$ cat src/rtl/counter_run_ctrl.sv
// Run controller for the count register: start, count to a latched
// target, then stop or auto-reload, with hold, abort and a done pulse.
module counter_run_ctrl #(
   parameter int WIDTH    = 4,
   parameter int PRESCALE = 1
) (
   input  logic             clk,
   input  logic             reset,
   input  logic             start,
   input  logic             stop,
   input  logic             hold,
   input  logic [WIDTH-1:0] target,
   input  logic             auto_reload,
   output logic [WIDTH-1:0] count,
   output logic             busy,
   output logic             done
);

   localparam int PW = (PRESCALE > 1) ? $clog2(PRESCALE) : 1;
   localparam logic [PW-1:0] PRE_MAX = PW'(PRESCALE - 1);

   typedef enum logic {IDLE, RUN} state_t;

   state_t           state_q, state_d;
   logic [WIDTH-1:0] count_q, count_d;
   logic [WIDTH-1:0] tgt_q, tgt_d;
   logic             ar_q, ar_d;
   logic             done_q, done_d;
   logic [PW-1:0]    pre_q, pre_d;
   logic             tick;

   always_ff @(posedge clk) begin
      if (!reset) begin
         state_q <= IDLE;
         count_q <= '0;
         tgt_q   <= '0;
         ar_q    <= 1'b0;
         done_q  <= 1'b0;
         pre_q   <= '0;
      end else begin
         state_q <= state_d;
         count_q <= count_d;
         tgt_q   <= tgt_d;
         ar_q    <= ar_d;
         done_q  <= done_d;
         pre_q   <= pre_d;
      end
   end

   always_comb begin
      state_d = state_q;
      count_d = count_q;
      tgt_d   = tgt_q;
      ar_d    = ar_q;
      done_d  = 1'b0;
      pre_d   = pre_q;
      tick    = 1'b0;
      unique case (state_q)
         IDLE: begin
            if (start) begin
               count_d = '0;
               if (target != '0) begin
                  tgt_d   = target;
                  ar_d    = auto_reload;
                  pre_d   = '0;
                  state_d = RUN;
               end else begin
                  done_d = 1'b1;
               end
            end
         end
         RUN: begin
            // stop wins over a coincident tick
            if (stop) begin
               state_d = IDLE;
            end else if (!hold) begin
               if (pre_q == PRE_MAX) begin
                  pre_d = '0;
                  tick  = 1'b1;
               end else begin
                  pre_d = pre_q + PW'(1);
               end
            end
            if (tick) begin
               if (count_q == tgt_q) begin
                  count_d = '0;
               end else if (count_q == tgt_q - WIDTH'(1)) begin
                  count_d = tgt_q;
                  done_d  = 1'b1;
                  if (!ar_q) state_d = IDLE;
               end else begin
                  count_d = count_q + WIDTH'(1);
               end
            end
         end
         default: state_d = IDLE;
      endcase
   end

   assign count = count_q;
   assign busy  = (state_q == RUN);
   assign done  = done_q;

endmodule
$ cat config.mk
export PLATFORM = sky130hd
export DESIGN_NAME = counter_run_ctrl
export DESIGN_NICKNAME = d
export VERILOG_FILES = /design/src/rtl/counter_run_ctrl.sv
export SDC_FILE = /design/constraint.sdc
export NUM_CORES = 1
export LEC_CHECK = 0
export BUFFER_PORTS_ARGS = -buffer_cell sky130_fd_sc_hd__buf_2
export CELL_PAD_IN_SITES_DETAIL_PLACEMENT = 0
export CELL_PAD_IN_SITES_GLOBAL_PLACEMENT = 1
export CORE_ASPECT_RATIO = 1.25
export CORE_MARGIN = 2
export CORE_UTILIZATION = 33
export DETAILED_ROUTE_END_ITERATION = 12
export PLACE_DENSITY = 0.69
export SYNTH_ARGS = -nofsm -noshare
export SYNTH_HDL_FRONTEND = slang
export SYNTH_SLANG_ARGS = --single-unit
$ cat constraint.sdc
create_clock -name clk -period 1.87 [get_ports clk]
set_input_delay 0.187 -clock clk [delete_from_list [all_inputs] [get_ports clk]]
set_output_delay 0.187 -clock clk [all_outputs]
set_load 0.03 [all_outputs]
* After elaboration in Yosys (flattened, before gate mapping) *
Cells that the tools add are included.
Widths: inputs -> output; s select.

cells by class
  bitwise logic cells = 1
  shift-type cells = 0
  $lt $le $gt $ge = 0
  muxes and demuxes = 29
  divide/modulo/power cells = 0
  multiply operators = 0
  add/sub/neg operators = 3
  reduce and logical (&&, ||, !) cells = 4
  eq/ne operators = 7

operators with widths
  operator             count
  $mux 1               21
  $mux 4               4
  $eq 4x4->1           2
  $ne 2x2->1 const B   4
  $pmux 4 s2           1
  $pmux 1 s2           3
  $add 4x1->4 const B  1
  $reduce_and 4->1     1
  $reduce_bool 4->1    1
  $sub 4x1->4 const B  1
  $reduce_and 3->1     1
  $ne 2x1->1 const B   1
  $reduce_and 2->1     1
  $add 1x1->1 const B  1
  $not 1->1            1

word-level totals
  register bits = 12
  bits in latches = 0
  memory bits (read-only) = 0
  bits in writable memories = 0
  memories = 0
  logic and storage cells = 50

* Longest topological paths before layout *
Gate-level depths: netlist of the first run.

  depth in word-level cells = 6
  mapped depth = 7
  gate-level depth less buffers = 7

* Worst setup path before layout of the first run *
No wires, ideal clock.

  path kind = register to register
  from = register tgt_q[1]
  to = register count_q[3] (netlist: count[3])
  arrival = 1.844 ns
  cell stages (with the launch flop) = 8
  data required time = 1.748 ns
  path slack = -0.096 ns
  path buffers = 0
  clock period less this slack = 1.966 ns
  path through = dfxtp_1 inv_1 ha_1 xor2_1 nand2b_1 nor3_4 mux2_4 a221o_1

on the way
  word-level cells in the longest chain between the ends = 6

RTL lines
  element                 line  text
  start, declared         26    logic [WIDTH-1:0] tgt_q, tgt_d;
  start signal, assigned  43    tgt_q <= tgt_d;
  $sub 4x1->4             87    end else if (count_q == tgt_q - WIDTH'(1)) begin
  $eq 4x4->1              87
  $mux 4                  87
  $mux 4 (*)              85    if (count_q == tgt_q) begin
  $mux 4 (*)              84    if (tick) begin
  $pmux 4 s2 (*)          58    unique case (state_q)
  end signal, assigned    42    count_q <= count_d;
  end, declared           25    logic [WIDTH-1:0] count_q, count_d;

Every way passes the cells marked *; elsewhere a longest branch is shown, timed or not. The select of a mux whose other input is x is not followed.
A chain may end at the register's enable or synchronous reset.

* Worst setup path in the final report of the first run *
  from = register tgt_q[0]
  to = register count_q[3] (netlist: count[3])

Same word-level chain as after synthesis.

==> results of run 1 <==
==> power by group <==
part | internal [W] | switching, W
combinational | 0.0000545 | 0.0000641
sequential | 0.000244 | 0.00000863
clock | 0.0000825 | 0.0000779
==> sequential cells by signal, indices dropped and copies added, names as in the netlist <==
name,count
ar_q,1
busy,1
count,4
done,1
tgt_q,4
==> synth_stat cells, drive strengths merged, types with 2 or more instances <==
| library cell | count | share of area |
|---|---|---|
| nand2 | 6 | 0.034 |
| dfxtp | 11 | 0.34 |
| inv | 4 | 0.023 |
| xnor2 | 6 | 0.10 |
| o311ai | 2 | 0.027 |
| a22oi | 3 | 0.034 |
| ha | 2 | 0.038 |
| mux2 | 2 | 0.040 |
| nand3 | 3 | 0.023 |
| xor2 | 2 | 0.027 |
| a21oi | 3 | 0.023 |
| a22o | 2 | 0.027 |
| nor3b | 2 | 0.023 |
| nor2 | 8 | 0.046 |
| nor3 | 3 | 0.048 |
==> final cells by class <==
type                            instances  area (µm²)  share of cell area
Tap cell                               20       25.02             0.02886
Inverter                                5       18.77             0.02165
Multi-Input combinational cell         56       436.7              0.5036
Timing Repair Buffer                   23       135.1              0.1558
Sequential cell                        11       225.2              0.2597
Clock buffer                            4       26.28             0.03030
==> per-stage QoR <==
stage | power, W | utilization | hold slack [ns]
after floorplan | 0.0003301 | - | 0.3087
after global placement | 0.0003657 | 0.4248 | 0.4078
after detailed placement | 0.0003672 | 0.4248 | 0.4112
after CTS | 0.0005297 | 0.4386 | 0.1268
after global routing | 0.0005648 | 0.4529 | 0.1397
final | 0.0005318 | 0.4529 | 0.1356
==> placed cells by master, fill, tap and decap left out, drive strengths merged, types with 3 or more instances in the layout <==
cell    instances
buf            23
dfxtp          11
nor2            8
nand2           6
xnor2           6
clkbuf          4
inv             4
nand3           3
a21oi           3
a22oi           3
nor3            3
==> path summary, 6_finish.rpt <==
path	end	start	cells after the start	slack, ns
setup / recovery	count[3]	tgt_q[0]	7	0.08
hold / removal	count[0]	reset	2	0.14
setup reg to reg	count[3]	tgt_q[0]	7	0.08
hold reg to reg	ar_q	ar_q	2	0.52
==> critical path: stages (launching register included) <==
cell,delay (ns)
sky130_fd_sc_hd__dfxtp_2,0.33
sky130_fd_sc_hd__inv_2,0.04
sky130_fd_sc_hd__ha_4,0.25
sky130_fd_sc_hd__xor2_1,0.14
sky130_fd_sc_hd__nand2b_1,0.12
sky130_fd_sc_hd__nor3_4,0.20
sky130_fd_sc_hd__mux2_4,0.32
sky130_fd_sc_hd__a221o_1,0.28
==> layer usage <==
metal,wire [µm],part of all wire,GRT usage
met1,693,0.45,0.1772
met2,780,0.51,0.2525
met3,50,0.032,0.03356
met4,17,0.011,0.09091
met5,0,0,0
==> cells by family after synthesis <==
group	count (synthesis)	synth area share
AND/OR/NAND/NOR	30	0.2548
AO/OA/AOI/OAI	13	0.1494
flip-flops	11	0.3372
XOR/XNOR	8	0.1303
buffers and inverters	6	0.03446
multiplexers	3	0.05555
adder cells (fa/ha/maj)	2	0.03831
==> impl_metrics.py, run 1 <==
metrics = {
    "finish": {
        "design_area_um2": 867.1,
        "layoutNonFillerInstCount": 119,
        "drive_gt1_frac": 0.3939,
        "area_growth_pct": 32.76,
        "finish.net_count": 112,
        "fill_cells": 195,
        "insertedDiodeCount": 0,
    },
    "place": {
        "hpwlAfterDp_mm": 1.230,
        "io_buffer_count": 15,
        "place_inst": 115,
        "placedInstanceArea_um2": 813.3,
        "post-place-ws_ns": 0.05692,
        "gpl.final_weighted_congestion": 0.7915,
    },
    "global_route": {
        "track_usage": 0.1519,
        "grt_start_max_net_pins": 11,
        "grt_overflow_total": 0,
        "antenna_found_initial": 0,
        "grt_pass1_wl_mm": 2.497,
        "via_count_of_the_first_global_routing_pass": 554,
    },
    "clocking": {
        "cts_tree": "yes",
        "cts_hold_buf": 0,
        "clockRootBuffer": "sky130_fd_sc_hd__clkbuf_4",
        "postCtsSetupRepairBufs": 0,
        "cts_h_tree_depth": 1,
        "clockBufferDepth": 2,
        "clock_sink_count": 11,
        "path_clk_slew_ns": 0.07,
        "cts_buffers": 3,
        "post_cts_resized": 0,
        "clock_latency_at_the_later_pin_of_the_worst_skew_pair_ns": 0.27,
    },
    "worst_setup_path": {
        "worst_setup_path_end_kind": "flip-flop",
        "crit_type": "reg -> reg",
        "worstPathMaxFanout": 3,
        "worst-endpoint-required_ns": 2.03,
        "setup.worst_path.start_class": "flip-flop",
        "worst-endpoint-arrival_ns": 1.94,
    },
    "floorplanning": {
        "core_outline_area_um2": 1914,
        "floorplan.die.width_um": 43.79,
        "start_util": 0.3412,
        "rows": 18,
        "fp.dieH_um": 53.74,
        "die_area_um2": 2353,
        "ioPinCount": 16,
    },
    "logic_synthesis": {
        "yosys_register_bits": 11,
        "synth_edf_count": 0,
        "syn_area_um2": 653.1,
        "synth.yosys.seq_area_share": 0.3372,
        "synth_cell_types": 33,
        "synthesis.instances": 73,
        "synthesis.nets": 85,
        "synth.yosys.warnings": 0,
        "dominantRegCellSynth": "sky130_fd_sc_hd__dfxtp_1",
        "synthesized_area_per_cell_um2": 8.947,
        "async_flop_share": 0,
    },
    "timing": {
        "final.setup_skew_ns": 0.003498,
        "min_period_ns": 1.786,
        "hold_violations": 0,
        "timing.final.crit_share": 0.9552,
        "fin_tns_setup_ns": 0,
        "worst_slew_margin_rel": 0.6656,
        "finalSetupViolations": 0,
        "transition_at_the_pin_with_the_smallest_max_transition_slack_ns": 0.5006,
        "fmax_mhz": 559.8,
        "final.setup.worst_slack_ns": 0.08379,
        "final_max_slew_viol_count": 0,
    },
    "flow_run": {
        "drv.max_cap_violation_count": 0,
    },
    "pwr": {
        "ir_worst_vdd_mv": 0.3680,
        "power.static_leakage_nw": 0.3715,
        "power_per_cell_area_nw_per_um2": 613.3,
    },
    "routing": {
        "post_drt_wl_per_cell_um": 12.96,
        "antenna_violating_nets_post_route": 0,
        "drtPass1Iterations": 4,
        "final_wirelength_mm": 1.542,
        "routed-via-count": 612,
        "drt_iter0_drc": 13,
        "route.detailed.vias_per_inst": 5.143,
        "drc": 0,
    },
    "status": {
        "status": "finished, final reports clean",
    },
    "worst_hold_path": {
        "holdCritPathClass": "in -> reg",
    },
}
No activity file was read; power rests on OpenSTA's default activity.
==> run 2, diff against run 1 <==
--- a/config.mk
+++ b/config.mk
@@ -5,6 +5,7 @@
 export SDC_FILE = /design/constraint.sdc
 export NUM_CORES = 1
 export LEC_CHECK = 0
+export ABC_AREA = 1
 export BUFFER_PORTS_ARGS = -buffer_cell sky130_fd_sc_hd__buf_2
 export CELL_PAD_IN_SITES_DETAIL_PLACEMENT = 0
 export CELL_PAD_IN_SITES_GLOBAL_PLACEMENT = 1
@@ -12,7 +13,7 @@
 export CORE_MARGIN = 2
 export CORE_UTILIZATION = 33
 export DETAILED_ROUTE_END_ITERATION = 12
-export PLACE_DENSITY = 0.69
+export PLACE_DENSITY = 0.71
 export SYNTH_ARGS = -nofsm -noshare
 export SYNTH_HDL_FRONTEND = slang
 export SYNTH_SLANG_ARGS = --single-unit
==> run 2 against run 1 <==
Against the previous run: synthesized cell count is 52% higher; synthesized area is 15% higher; global-route usage is 0.41 points higher; first-iteration DRC count fell by 38%; die area rose by 14%; sequential cell count stayed put; clock power about the same; total power increased by 6.2%; register-to-register slack better by 0.26 ns; core utilization fell by 4.6 points; critical endpoint is now count[1].
==> impl_metrics.py, run 2 <==
metrics = {
    "logic_synthesis": {
        "dominantRegCellSynth": "sky130_fd_sc_hd__dfxtp_1",
        "synth.mux.area_fraction": 0,
        "netlist_top_cells_area": "sky130_fd_sc_hd__dfxtp_1 (29%), sky130_fd_sc_hd__nand2_1 (16%), sky130_fd_sc_hd__a21oi_1 (6.7%)",
        "yosys_register_bits": 11,
        "synthesis.nets": 123,
        "synth_cell_types": 18,
        "async_flop_share": 0,
        "syn_area_um2": 750.7,
        "synth_top_family_by_area": "simple AND/OR/NAND/NOR gates",
        "synth.cells.most_frequent": "sky130_fd_sc_hd__nand2_1 (32), sky130_fd_sc_hd__dfxtp_1 (11), sky130_fd_sc_hd__a21oi_1 (10), sky130_fd_sc_hd__nor2_1 (9), sky130_fd_sc_hd__inv_2 (8)",
        "yosysMostFrequentCell": "sky130_fd_sc_hd__nand2_1",
        "synth_compound_gate_area_share": 0.1000,
        "synth.yosys.warnings": 0,
        "synth.yosys.seq_area_share": 0.2933,
        "synth_xor_area_frac": 0.03500,
        "synthDominantCellAreaShare": 0.2933,
        "synth_edf_count": 0,
        "synthesized_area_per_cell_um2": 6.763,
        "synthesis.instances": 111,
        "yosys.area_share.simple": 0.4633,
        "synth_area_leader_cell": "sky130_fd_sc_hd__dfxtp_1",
        "synthAdderAreaFrac": 0.03333,
    },
    "pwr": {
        "power.share.sequential": 0.451,
        "power.switching_fraction": 0.3312,
        "ir_worst_vdd_mv": 0.3266,
        "internal_power_w": 0.0003776,
        "power.static_leakage_nw": 0.4189,
        "relative_contribution_of_the_clock_network_to_total_power": 0.286,
        "power_per_cell_area_nw_per_um2": 633.8,
        "total_switching_power_w": 0.0001870,
        "combinationalPowerShare": 0.264,
    },
    "worst_setup_path": {
        "crit_type": "reg -> reg",
        "worstSetupEndpoint": "count[1]",
        "ff2ff_setup_slack_ns": 0.34,
        "timing.critical_path.from": "tgt_q[1]",
        "worst-endpoint-required_ns": 2.06,
        "worstPathMaxFanout": 5,
        "crit-reg2reg-capture": "count[1]",
        "setup.worst_path.start_class": "flip-flop",
        "worst-endpoint-arrival_ns": 1.72,
        "regToRegStartpoint": "tgt_q[1]",
        "r2r.worst_path.cells": 10,
        "worst_setup_path_end_kind": "flip-flop",
    },
    "status": {
        "status": "finished, final reports clean",
    },
    "finish": {
        "finish.net_count": 143,
        "insertedDiodeCount": 0,
        "fill_cells": 265,
        "multi_input_gate_area_in_the_final_layout_um2": 474.2,
        "area_taken_by_flip_flops_and_latches_um2": 220.2,
        "design_area_um2": 890.9,
        "drive_gt1_frac": 0.3000,
        "mostFrequentLayoutCell": "sky130_fd_sc_hd__nand2_1",
        "final_cell_mix": "sky130_fd_sc_hd__nand2_1 (32), sky130_fd_sc_hd__buf_2 (15), sky130_fd_sc_hd__dfxtp_1 (11)",
        "area_growth_pct": 18.67,
    },
    "timing": {
        "finalSetupViolations": 0,
        "fmax_mhz": 655.5,
        "final.setup.worst_slack_ns": 0.3445,
        "fin_tns_setup_ns": 0,
        "timing.hold.ws_ns": 0.1770,
        "rsz0062_at_grt": "false",
        "transition_at_the_pin_with_the_smallest_max_transition_slack_ns": 0.3063,
        "hold_violations": 0,
        "worst_slew_margin_rel": 0.7953,
        "min_period_ns": 1.525,
        "final.setup_skew_ns": 0.002377,
        "final_max_slew_viol_count": 0,
        "timing.final.crit_share": 0.8158,
    },
    "floorplanning": {
        "rows": 19,
        "ioPinCount": 16,
        "core_outline_area_um2": 2187,
        "die_area_um2": 2675,
        "fp.dieH_um": 57.33,
        "start_util": 0.3432,
        "floorplan.die.width_um": 46.66,
    },
    "global_route": {
        "grt_pass1_wl_mm": 3.015,
        "via_count_of_the_first_global_routing_pass": 691,
        "antenna_found_initial": 0,
        "grt_overflow_total": 0,
        "grt_start_max_net_pins": 11,
        "track_usage": 0.1560,
    },
    "routing": {
        "post_drt_wl_per_cell_um": 10.74,
        "drtPass1Iterations": 4,
        "routed-via-count": 755,
        "final_wirelength_mm": 1.729,
        "antenna_violating_nets_post_route": 0,
        "drc": 0,
        "drt_iter0_drc": 8,
        "route.detailed.vias_per_inst": 4.689,
    },
    "clocking": {
        "postCtsSetupRepairBufs": 0,
        "path_clk_slew_ns": 0.07,
        "cts_buffers": 3,
        "clockBufferDepth": 2,
        "clockRootBuffer": "sky130_fd_sc_hd__clkbuf_4",
        "cts_h_tree_depth": 1,
        "clock_sink_count": 11,
        "cts_tree": "yes",
        "cts_hold_buf": 0,
        "clock_latency_at_the_later_pin_of_the_worst_skew_pair_ns": 0.26,
        "post_cts_resized": 0,
    },
    "flow_run": {
        "drv.max_cap_violation_count": 0,
    },
    "place": {
        "io_buffer_count": 15,
        "gpl.final_weighted_congestion": 0.7461,
        "post-place-ws_ns": 0.3375,
        "hpwlAfterDp_mm": 1.426,
        "placedInstanceArea_um2": 864.6,
    },
    "worst_hold_path": {
        "holdCritPathClass": "in -> reg",
    },
}
run 2: cell types whose count changed in the layout (fill, tap and decap cells not counted), sizes merged, moves of 4 or more:
| cell | before | now |
|---|---|---|
| nor2 | 8 | 12 |
| o21ai | 1 | 5 |
| buf | 23 | 15 |
| xnor2 | 6 | 2 |
| nand2 | 6 | 39 |
| inv | 4 | 15 |
| nand3 | 3 | 10 |
| a21oi | 3 | 10 |
run 2: worst min-delay path by stage:
stage | start | endpoint | slack [ns] | cells past startpoint
CTS | target[1] | tgt_q[1] | 0.17 | 3
global placement | target[1] | tgt_q[1] | 0.45 | 3
detailed placement | target[1] | tgt_q[1] | 0.46 | 3
floorplan | reset | busy | 0.31 | 2
global route | target[1] | tgt_q[1] | 0.18 | 3
finish | target[1] | tgt_q[1] | 0.18 | 3
run 2: through the flow:
stage,power (W),std cells,utilization
after detailed placement,0.0004112,157,0.3953
after global placement,0.0004101,157,0.3953
after CTS,0.0005764,161,0.4073
after global routing,0.0006111,161,0.4073
final,0.0005646,161,0.4073
after floorplan,0.0003746,111,-
run 2: power by group through the flow:
stage	clock [W]	combinational (W)	sequential (W)
after global placement	0	0.000150	0.000260
after detailed placement	0	0.000151	0.000260
final	0.000161	0.000149	0.000254
after floorplan	0	0.000111	0.000263
after global routing	0.000186	0.000169	0.000256
after CTS	0.000170	0.000152	0.000255
run 2: final cells by class:
type,instances,share of cell area
Clock buffer,4,0.02949
Inverter,15,0.06320
Multi-Input combinational cell,85,0.5323
Sequential cell,11,0.2472
Tap cell,31,0.04354
Timing Repair Buffer,15,0.08427
run 2: kinds of logic (layout without fill, tap and decap cells):
family / Yosys count / in the layout
buf+inv: 15 / 34
xor+xnor: 3 / 3
compound gates: 15 / 15
fa+ha+maj: 2 / 2
flops: 11 / 11
simple gates: 65 / 65
run 2: layer usage:
| metal | part of all wire | global-route usage | routed length (µm) |
|---|---|---|---|
| met4 | 0.011 | 0.07143 | 19 |
| met3 | 0.036 | 0.01899 | 62 |
| met2 | 0.53 | 0.2639 | 923 |
| met1 | 0.42 | 0.1898 | 724 |
| met5 | 0 | 0 | 0 |
run 2: worst max-delay path: stages (launching register included):
cell and delay [ns]:
sky130_fd_sc_hd__dfxtp_1 0.38, sky130_fd_sc_hd__inv_2 0.08, sky130_fd_sc_hd__ha_1 0.29, sky130_fd_sc_hd__inv_1 0.04, sky130_fd_sc_hd__nand2_1 0.05, sky130_fd_sc_hd__nand2_1 0.11, sky130_fd_sc_hd__nor2_8 0.14, sky130_fd_sc_hd__nand3_4 0.10
sky130_fd_sc_hd__nand2_1 0.06, sky130_fd_sc_hd__nand3_1 0.06, sky130_fd_sc_hd__a21oi_1 0.15
==> run 3, diff against run 2 <==
==> constraint.sdc (replaced) <==
create_clock -name clk -period 1.4 [get_ports clk]
set_input_delay 0.14 -clock clk [delete_from_list [all_inputs] [get_ports clk]]
set_output_delay 0.14 -clock clk [all_outputs]
set_load 0.03 [all_outputs]
==> run 3 against run 2 <==
Against the previous run: sequential share of layout area down 3.3 points; total power rose by 46%; combinational power grew 73%; core utilization rose by 6.9 points; non-clock buffer count up 10; global-route usage is 0.46 points lower; final cell count increased by 6.2%; sequential power up 33%; clock skew up 0.0040 ns; first-iteration DRC count is 25% higher; design area increased by 17%; critical endpoint is now count[2]; largest cell class unchanged; highest routed layer unchanged.
==> impl_metrics.py, run 3 (synthesis results as in run 2) <==
metrics = {
    "status": {
        "status": "finished, final reports clean",
    },
    "worst_setup_path": {
        "timing.critical_path.slowest_cell_delay_ns": 0.33,
        "worstPathMaxFanout": 5,
        "worst_setup_path_end_kind": "flip-flop",
        "r2r.worst_path.cells": 10,
        "critical-path-slowest-cell": "sky130_fd_sc_hd__dfxtp_2",
        "ff2ff_setup_slack_ns": 0.03,
        "crit_family": "simple AND/OR/NAND/NOR gates",
        "setup.worst_path.start_class": "flip-flop",
        "worst-endpoint-arrival_ns": 1.58,
        "crit-reg2reg-capture": "count[2]",
        "worst-endpoint-required_ns": 1.61,
        "crit_type": "reg -> reg",
        "timing.critical_path.from": "tgt_q[0]",
        "crit_path_cell_trace": "inv_2 > ha_4 > inv_2 > nand2_2 > nand2_4 > nor2_8 > nand3_4 > nand2_2 > nand3_2 > a21oi_1",
        "regToRegStartpoint": "tgt_q[0]",
        "cp.buffers_inverters": 2,
    },
    "worst_hold_path": {
        "hold_depth": 3,
        "min_to": "tgt_q[2]",
        "holdCritPathClass": "in -> reg",
        "hold_path.startpoint": "target[2]",
    },
    "clocking": {
        "clock_sink_count": 11,
        "clockRootBuffer": "sky130_fd_sc_hd__clkbuf_4",
        "cts_h_tree_depth": 1,
        "cts_hold_buf": 0,
        "cts_buffers": 3,
        "path_clk_slew_ns": 0.08,
        "cts_tree": "yes",
        "clock_latency_at_the_later_pin_of_the_worst_skew_pair_ns": 0.27,
        "clockBufferDepth": 2,
    },
    "place": {
        "placedInstanceArea_um2": 909.6,
        "io_buffer_count": 15,
        "hpwlAfterDp_mm": 1.452,
        "gpl.final_weighted_congestion": 0.8088,
        "place_inst": 163,
    },
    "timing": {
        "min_period_ns": 1.372,
        "fin_tns_setup_ns": 0,
        "final.setup_skew_ns": 0.006388,
        "final_max_slew_viol_count": 0,
        "worst_slew_margin_rel": 0.7669,
        "timing.hold.ws_ns": 0.1247,
        "rsz0062_at_grt": "true",
        "finalSetupViolations": 0,
        "hold_violations": 0,
        "fmax_mhz": 729.0,
        "transition_at_the_pin_with_the_smallest_max_transition_slack_ns": 0.3497,
        "timing.final.crit_share": 0.9799,
    },
    "finish": {
        "insertedDiodeCount": 0,
        "mostFrequentLayoutCell": "sky130_fd_sc_hd__nand2_1",
        "fill_cells": 252,
        "finish.net_count": 153,
        "layoutNonFillerInstCount": 171,
        "final_cell_mix": "sky130_fd_sc_hd__nand2_1 (26), sky130_fd_sc_hd__buf_2 (15)",
        "design_area_um2": 1041,
        "drive_gt1_frac": 0.4500,
        "area_growth_pct": 38.67,
    },
    "global_route": {
        "grt_pass1_wl_mm": 2.849,
        "grt_overflow_total": 0,
        "antenna_found_initial": 0,
        "grt_start_max_net_pins": 11,
        "via_count_of_the_first_global_routing_pass": 685,
        "track_usage": 0.1514,
    },
    "floorplanning": {
        "fp.dieH_um": 57.33,
        "ioPinCount": 16,
        "core_outline_area_um2": 2187,
        "die_area_um2": 2675,
        "start_util": 0.3432,
        "rows": 19,
        "floorplan.die.width_um": 46.66,
    },
    "pwr": {
        "power.static_leakage_nw": 0.4810,
        "ir_worst_vdd_mv": 0.4874,
        "power_per_cell_area_nw_per_um2": 789.5,
    },
    "routing": {
        "drc": 0,
        "route.detailed.vias_per_inst": 4.503,
        "drtPass1Iterations": 4,
        "post_drt_wl_per_cell_um": 10.82,
        "antenna_violating_nets_post_route": 0,
        "drt_iter0_drc": 10,
        "routed-via-count": 770,
        "final_wirelength_mm": 1.851,
    },
    "flow_run": {
        "drv.max_cap_violation_count": 0,
    },
}
run 3: how the worst max path moves through the flow:
stage,slack (ns),depth (start not counted),endpoint
final,0.03,10,count[2]
after global routing,-0.09,10,count[2]
after CTS,0.02,10,count[1]
after detailed placement,-0.03,9,count[1]
after global placement,0.005,9,busy
after floorplan,0.03,10,count[3]
run 3: tightest hold or removal path, delay by kind of cell:
family / cells / cell delay [ns]
buf+inv: 1 / 0.10
simple gates: 1 / 0.05
compound gates: 1 / 0.05
run 3: per-layer routing:
| metal | up-vias | routed length, µm | GRT usage |
|---|---|---|---|
| li1 | 413 | - | - |
| met1 | 335 | 786 | 0.1772 |
| met2 | 15 | 951 | 0.2540 |
| met3 | 7 | 61 | 0.02848 |
| met4 | 0 | 52 | 0.07540 |
| met5 | - | 0 | 0 |
run 3: timing repair:
action | in CTS | in global routing
setup endpoints to repair | 5 | 5
buffers inserted | 0 | 4
pin swaps | 0 | 13
resized for setup | 2 | 15
run 3: layout make-up:
cell class | count | area, µm² | share of cell area
Clock buffer | 4 | 26.28 | 0.02524
Multi-Input combinational cell | 85 | 534.3 | 0.5132
Timing Repair Buffer | 25 | 162.7 | 0.1562
Inverter | 15 | 56.30 | 0.05409
Tap cell | 31 | 38.79 | 0.03726
Sequential cell | 11 | 222.7 | 0.2139
run 3: through the flow:
stage | worst slack [ns] | total power, W | util
after detailed placement | -0.03150 | 0.0005613 | 0.4159
after CTS | 0.01811 | 0.0007874 | 0.4296
after floorplan | 0.02636 | 0.0005003 | -
after global routing | -0.08752 | 0.0008798 | 0.4760
final | 0.02818 | 0.0008219 | 0.4760
after global placement | 0.004558 | 0.0005589 | 0.4159
run 3: report_power, final:
part | total [W] | internal (W) | switching [W]
Sequential | 0.000339 | 0.000328 | 0.0000106
Combinational | 0.000258 | 0.000106 | 0.000152
Clock | 0.000225 | 0.000110 | 0.000115
